## config.mk

```make
export PLATFORM = sky130hd
export DESIGN_NAME = regfile_wb_queue
export DESIGN_NICKNAME = d
export VERILOG_FILES = /design/src/rtl/regfile_wb_queue.sv
export SDC_FILE = /design/constraint.sdc
export NUM_CORES = 1
export LEC_CHECK = 0
export CORE_ASPECT_RATIO = 2
export CORE_MARGIN = 3
export CORE_UTILIZATION = 60
export DETAILED_ROUTE_END_ITERATION = 16
export PLACE_DENSITY = 0.87
export SLEW_MARGIN = 20
export SYNTH_ARGS = -nofsm -noshare
export SYNTH_HDL_FRONTEND = slang
export SYNTH_SLANG_ARGS = --single-unit
```

## constraint.sdc

```tcl
create_clock -name CLK -period 6.41 [get_ports CLK]
set_input_delay 0.9615 -clock CLK [delete_from_list [all_inputs] [get_ports CLK]]
set_output_delay 0.9615 -clock CLK [all_outputs]
set_load 0.1 [all_outputs]
```

## src/rtl/regfile_wb_queue.sv

```systemverilog
// regfile_wb_queue: write-back FIFO feeding the register file write port with rs/rt forwarding (CLK/Reset, wb_* enqueue side, drain_en/RegWrite/writeSrc/writeData drain side, rs/rt/fwd* forwarding, count/empty/full status)
module regfile_wb_queue #(
  parameter int DEPTH = 4,
  parameter int AW = 5
) (
  input  logic                       CLK,
  input  logic                       Reset,
  input  logic                       wb_valid,
  output logic                       wb_ready,
  input  logic [AW-1:0]              writeSrc_in,
  input  logic                       MemtoReg_in,
  input  logic [31:0]                ALUData,
  input  logic [31:0]                DMData,
  input  logic                       drain_en,
  output logic                       RegWrite,
  output logic [AW-1:0]              writeSrc,
  output logic [31:0]                writeData,
  input  logic [AW-1:0]              rs,
  input  logic [AW-1:0]              rt,
  output logic                       fwdHit1,
  output logic                       fwdHit2,
  output logic [31:0]                fwdData1,
  output logic [31:0]                fwdData2,
  output logic [$clog2(DEPTH):0]     count,
  output logic                       empty,
  output logic                       full
);
  localparam int PW = $clog2(DEPTH);
  localparam int CW = PW + 1;
  logic [AW-1:0] r_addr [DEPTH];
  logic [31:0]   r_data [DEPTH];
  logic [PW-1:0] r_wp, r_rp;
  logic [CW-1:0] r_cnt;
  logic          w_enq, w_deq;
  assign count    = r_cnt;
  assign empty    = r_cnt == '0;
  assign full     = r_cnt == CW'(DEPTH);
  assign wb_ready = !full;
  assign w_enq    = wb_valid && wb_ready && writeSrc_in != '0;
  assign w_deq    = drain_en && !empty;
  function automatic logic [32:0] lookup(input logic [AW-1:0] a);
    logic [32:0] res;
    res = (RegWrite && writeSrc == a) ? {1'b1, writeData} : 33'd0;
    for (int i = 0; i < DEPTH; i++)
      if (CW'(i) < r_cnt && r_addr[r_rp + PW'(i)] == a) res = {1'b1, r_data[r_rp + PW'(i)]};
    return (a == '0) ? 33'd0 : res;
  endfunction
  always_comb begin
    {fwdHit1, fwdData1} = lookup(rs);
    {fwdHit2, fwdData2} = lookup(rt);
  end
  always_ff @(posedge CLK)
    if (w_enq && !Reset) begin
      r_addr[r_wp] <= writeSrc_in;
      r_data[r_wp] <= MemtoReg_in ? DMData : ALUData;
    end
  always_ff @(posedge CLK) begin
    if (Reset) begin
      r_wp      <= '0;
      r_rp      <= '0;
      r_cnt     <= '0;
      RegWrite  <= 1'b0;
      writeSrc  <= '0;
      writeData <= '0;
    end else begin
      r_wp     <= w_enq ? r_wp + 1'b1 : r_wp;
      r_rp     <= w_deq ? r_rp + 1'b1 : r_rp;
      r_cnt    <= r_cnt + CW'(w_enq) - CW'(w_deq);
      RegWrite <= w_deq;
      if (w_deq) begin
        writeSrc  <= r_addr[r_rp];
        writeData <= r_data[r_rp];
      end
    end
  end
endmodule

```

==> metrics.md, run 1 <==
| Metric | Value |
|---|---|
| # port buffers | about 190 |
| P_int | ~3.1 mW |
| DR WL/cell | 30.5 um |
| Fmax | 166 MHz |
| Layout cells sized above 1 | 0.268 |
| CTS H-tree depth | 4 |
| Met3 Resource Use GR | 0.0729 |
| Post-synthesis sequential area ratio | 0.402 |
| RSZ-0062 raised after global routing | no |
| Switching part of the total | 0.485 |
| DRC viols | 0 |
| Reg power frac | 0.290 |
| Pre-CTS setup slack | roughly 1100 ps |
| Total Die Area | 24300 um2 |
| GR Overflow Total | 0 |
| Total CTS buffers | 17 |
| Die W | 112 um |
| Worst vdd ir | 0.000388 V |
| Power per cell area | 383 nW/um2 |
| Wirelength, routed | 46.6 mm |
| Pin count of the biggest net entering global routing | 75 |
| CP max FO | 42 |
| Synth Instances | around 1100 |
| EDFF count, synth | 148 |
| Final antenna-violating net count | 0 |
| Largest cells by area after synthesis | edfxtp_1 33%, mux4_2 22%, dfxtp_1 7.0% |
| Cts hold-fix bufs | 0 |
| Starting Density | 0.615 |
| Fin util | 0.725 |
| Worst hold slack | between 500 and 600 ps |
| Async SR Flop Fraction | 0 |
| Post-layout minimum cycle time | between 6000 and 7000 ps |
| Core area | 21800 um2 |
| Worst-Skew Late Latency | 460 ps |
| TritonCTS clock tree | done |
| Class of the tightest hold or removal check | flip-flop to flip-flop |
| Most used routing layer | met2 |
| Worst relative slew slack | 0.226 |
| Critical Path AT | slightly above 5000 ps |
| Setup Viol. Count Final | 0 |
| Placed Instances | around 1500 |
| Final nets | 1338 |
| # rows | 76 |
| Hold Fails Final Rpt | 0 |
| Via/cell ratio | 7.38 |
| P_leak | 5.33 nW |
| Fin crit share | 0.937 |
| Starting DRT DRC Count | approximately 1700 |
| Setup ws final | around 400 ps |
| Seq cells post-synth | 195 |
| Placed cell area | between 15000 and 20000 um2 |
| Total number of vias | 11300 |
| Distinct cells, synth | 55 |
| Sw Pwr | 2.93 mW |
| Diode count | 0 |
| Initial antenna violation count | 0 |
| Clock root buffer master | clkbuf_16 |
| Hpwl dp | roughly 33 mm |
| CP required | 5450 ps |
| Post-CTS setup buffer count | 0 |
| Clk pin slew, worst setup/hold paths | 80 ps |
| Final Power | roughly 6 mW |
| Count leader, synth | edfxtp_1 |
| Synth cell count leaders | 148 x edfxtp_1, 130 x mux4_2, 119 x nand2_1 |
| Share of the synthesized area in the top cell type | 0.332 |
| Clk buf depth | 2 |
| Post-Layout Cell Count | 1531 |
| Final Max Slew Viols | 0 |
| GRT Total Usage | 0.385 |
| Placer's final routability congestion estimate | 1.04 |
| Post-route cell area | 15800 um2 |
| Met2 GRT Util | 0.643 |
| Crit Path Class | flip-flop to output port |
| Met1 usage | 0.454 |
| Startpoint Class | flip-flop |
| First-pass GRT wire length | 69.7 mm |
| PostCTS Resize Cnt | 0 |
| Fin Clk Skew | around 14 ps |
| Total of max-cap violations | 0 |
| Ys Warns | 0 |
| Synthesized area | 13400 um2 |
| Worst-Margin Slew | 1160 ps |
| Synth-to-layout area growth | 17.8% |
| Ports | 194 |
| Clock tree sinks | 195 |
| Synth Net Count | 1208 |
| Synth area leader | edfxtp_1 |
| 1st-pass router iterations | 6 |
| Syn_area_per_cell | 12.0 um2 |
| Ys flop type | edfxtp_1 |
| Vias in the first global route | ~11000 |
| Status | completed |
| Share of total power in the clock network | 0.174 |
| Combinational share of power | 0.535 |
| Setup TNS | 0 ps |
| Die Span Y | around 220 um |
| CP Capture Type | output port |
| Layout fillers | 1465 |
## flip-flops by register name, indices dropped and copies added, names as in the netlist, named ones only
signal / count
RegWrite: 1
count: 3
r_addr: 20
r_data: 128
r_rp: 2
r_wp: 2
writeData: 32
writeSrc: 5
## cells in the final DEF, fill, tap and decap left out, types with 5 or more instances in the layout
cell type	n
edfxtp_1	148
clkdlybuf4s50_1	126
nand3_1	19
nand2b_1	5
mux2_2	40
nand2_1	119
xnor2_1	36
clkinv_4	5
buf_4	97
nor2_1	51
nor3_1	15
ha_1	8
mux2i_1	23
inv_1	28
and2_1	9
clkbuf_16	17
a21oi_1	50
dfxtp_1	43
a221oi_1	32
mux4_2	130
o31ai_1	32
o22ai_2	10
o21ai_0	15
and3_1	19
a211oi_1	30
a22oi_1	32
xor2_1	18
a211o_1	16
o22ai_1	22
## power by group through the flow
stage | logic [mW] | clock network (mW) | registers (mW)
6_report | 3.23 | 1.05 | 1.75
5_1_grt | 3.35 | 1.10 | 1.77
4_1_cts | 3.20 | 1.06 | 1.74
3_5_place_dp | 3.20 | 0 | 1.77
3_3_place_gp | 3.17 | 0 | 1.76
2_1_floorplan | 2.08 | 0 | 2.10
## kinds of logic (layout without fill, tap and decap cells)
logic type	after synthesis	after routing	synth area share
simple gates	265	265	0.0924
compound gates	256	256	0.141
flops	195	195	0.402
mux	193	193	0.269
buf+inv	142	285	0.0504
xor+xnor	55	55	0.0365
fa+ha+maj	9	9	0.00896
## final timing paths
check,cells past startpoint,slack [ps],end,start
setup / recovery,8,400,fwdData2[10],r_rp[1]
hold / removal,2,500,writeData[3],writeData[3]
setup reg to reg,10,3730,count[2],count[0]
hold reg to reg,2,500,writeData[3],writeData[3]
## critical path, cell delays in order (launching register included)
cell       delay (ps)
dfxtp_4           790
mux4_2            660
xnor2_1           190
nand4_1           230
a21o_1            570
nand2b_4          430
o22ai_1           140
a2111oi_1        1050
buf_4             450
## metal layers
metal  up-vias  routed length, um
met3       212               4750
li1       4670                  -
met4         0               3600
met1      5434              14800
met2       976              23500
met5         -                  0
## cell type report
cell class / instances / area, um2 / area share
multi-input combinational: 778 / 7370 / 0.467
sequential: 195 / 5400 / 0.342
timing repair buffer: 224 / 1990 / 0.126
clock buffer: 19 / 453 / 0.0287
tap: 273 / 342 / 0.0216
clock inverter: 13 / 118 / 0.00745
inverter: 29 / 109 / 0.00690
Power figures use the tool's default switching activity.
==> run 2: changes to the inputs <==
PLACE_DENSITY = 0.95   (was 0.87)
==> run 2 against run 1 <==
Effect of this change: clock power up 5%; hold slack improved by 7.3 ps; sequential share of layout area down 0.081 points; critical endpoint is now fwdData2[15]; register-to-register slack got worse by 410 ps; global-route usage fell by 0.78 points; final cell count is 0.13% lower.
==> metrics.md, run 2 (synthesis results as in run 1) <==
| Metric | Value |
|---|---|
| Status | completed |
| CP required | around 5500 ps |
| # port buffers | slightly below 200 |
| Placed Instances | 1497 |
| First-pass GRT wire length | 69.0 mm |
| Hpwl dp | 31.7 mm |
| Final antenna-violating net count | 0 |
| Starting Density | 0.615 |
| Synth-to-layout area growth | 18.1% |
| Ports | 194 |
| Critical Path AT | 4620 ps |
| GR Overflow Total | 0 |
| Class of the tightest hold or removal check | flip-flop to flip-flop |
| Fin util | 0.727 |
| Max FFs per register | 128 |
| Top Registers | r_data (128), writeData (32), r_addr (20) |
| Post-route cell area | 15800 um2 |
| Worst vdd ir | 0.000398 V |
| Layout cells sized above 1 | 0.270 |
| Final Power | 6.03 mW |
| Worst relative slew slack | 0.296 |
| Startpoint Class | flip-flop |
| Fmax | 179 MHz |
| Setup Viol. Count Final | 0 |
| Final nets | 1336 |
| Setup ws final | 830 ps |
| Starting DRT DRC Count | 1604 |
| Final Max Slew Viols | 0 |
| GRT Total Usage | 0.377 |
| Clock tree sinks | 195 |
| Total CTS buffers | 17 |
| Crit Path Class | flip-flop to output port |
| Worst-Margin Slew | around 1100 ps |
| Fin crit share | 0.870 |
| DRC viols | 0 |
| Hold Fails Final Rpt | 0 |
| P_leak | 5.33 nW |
| Largest Register | r_data |
| Pre-CTS setup slack | 1010 ps |
| Via/cell ratio | 7.43 |
| CP Capture Type | output port |
| Wirelength, routed | 45.6 mm |
| Power per cell area | between 300 and 400 nW/um2 |
| Clk pin slew, worst setup/hold paths | 80 ps |
| Post-CTS setup buffer count | 0 |
| Clk buf depth | 2 |
| Total Die Area | 24300 um2 |
| RSZ-0062 raised after global routing | no |
| TritonCTS clock tree | done |
| Die W | between 100 and 150 um |
| Placer's final routability congestion estimate | 1.07 |
| Pin count of the biggest net entering global routing | 75 |
| Placed cell area | 15200 um2 |
| Setup TNS | 0 ps |
| DR WL/cell | 29.8 um |
| CP max FO | 42 |
| Clock root buffer master | clkbuf_16 |
| Core area | 21800 um2 |
| Total number of vias | 11400 |
| Diode count | 0 |
| # rows | 76 |
| CTS H-tree depth | 4 |
| PostCTS Resize Cnt | 0 |
| Total of max-cap violations | 0 |
| 1st-pass router iterations | 5 |
| Worst hold slack | 511 ps |
| Most common cell after layout, fill and taps aside | edfxtp_1 |
| Post-layout minimum cycle time | 5580 ps |
| Commonest non-fill, non-tap cells in the layout | 148 x edfxtp_1, 130 x mux4_2, 126 x clkdlybuf4s50_1 |
| Post-Layout Cell Count | 1529 |
| Vias in the first global route | 11400 |
| Fin Clk Skew | 10.6 ps |
| Initial antenna violation count | 0 |
| Cts hold-fix bufs | 0 |
| Worst-Skew Late Latency | 470 ps |
| Layout fillers | 1481 |
| Die Span Y | 217 um |
run 2: worst paths after layout:
kind	startpoint	end	slack (ps)	cells after the start
max reg2reg	count[0]	count[2]	3320	11
min reg2reg	writeData[5]	writeData[5]	510	2
min	writeData[5]	writeData[5]	510	2
max	r_rp[1]	fwdData2[15]	830	8
run 2: metal layers:
layer / routed length [um] / global-route usage
met1: 14500 / 0.450
met2: 23200 / 0.636
met3: 4580 / 0.0607
met4: 3290 / 0.230
met5: 0 / 0
run 2: area by class of cell:
class	count	area, um2	area share
multi-input combinational	778	7380	0.467
tap	273	342	0.0216
clock buffer	17	425	0.0269
clock inverter	15	171	0.0108
timing repair buffer	222	2000	0.126
inverter	29	109	0.00688
sequential	195	5400	0.341
run 2: where the power goes:
| group | leakage, nW | switching, mW | internal [mW] |
|---|---|---|---|
| sequential | 1.73 | 0.240 | 1.51 |
| combinational | 3.31 | 2.12 | 1.07 |
| clock | 0.293 | 0.513 | 0.586 |
run 2: critical path: stages (launching register included):
cell       delay (ps)
dfxtp_4           780
mux4_2            640
xnor2_1           250
nand4_1           220
a21o_1            350
nand2b_4          450
o22ai_1           190
a2111oi_1         790
buf_4             420
==> run 3: changes to the inputs <==
ABC_AREA = 0   (was default)
==> results of run 3 <==
Same layout as run 2: the final DEF is identical, and so are final timing and power.
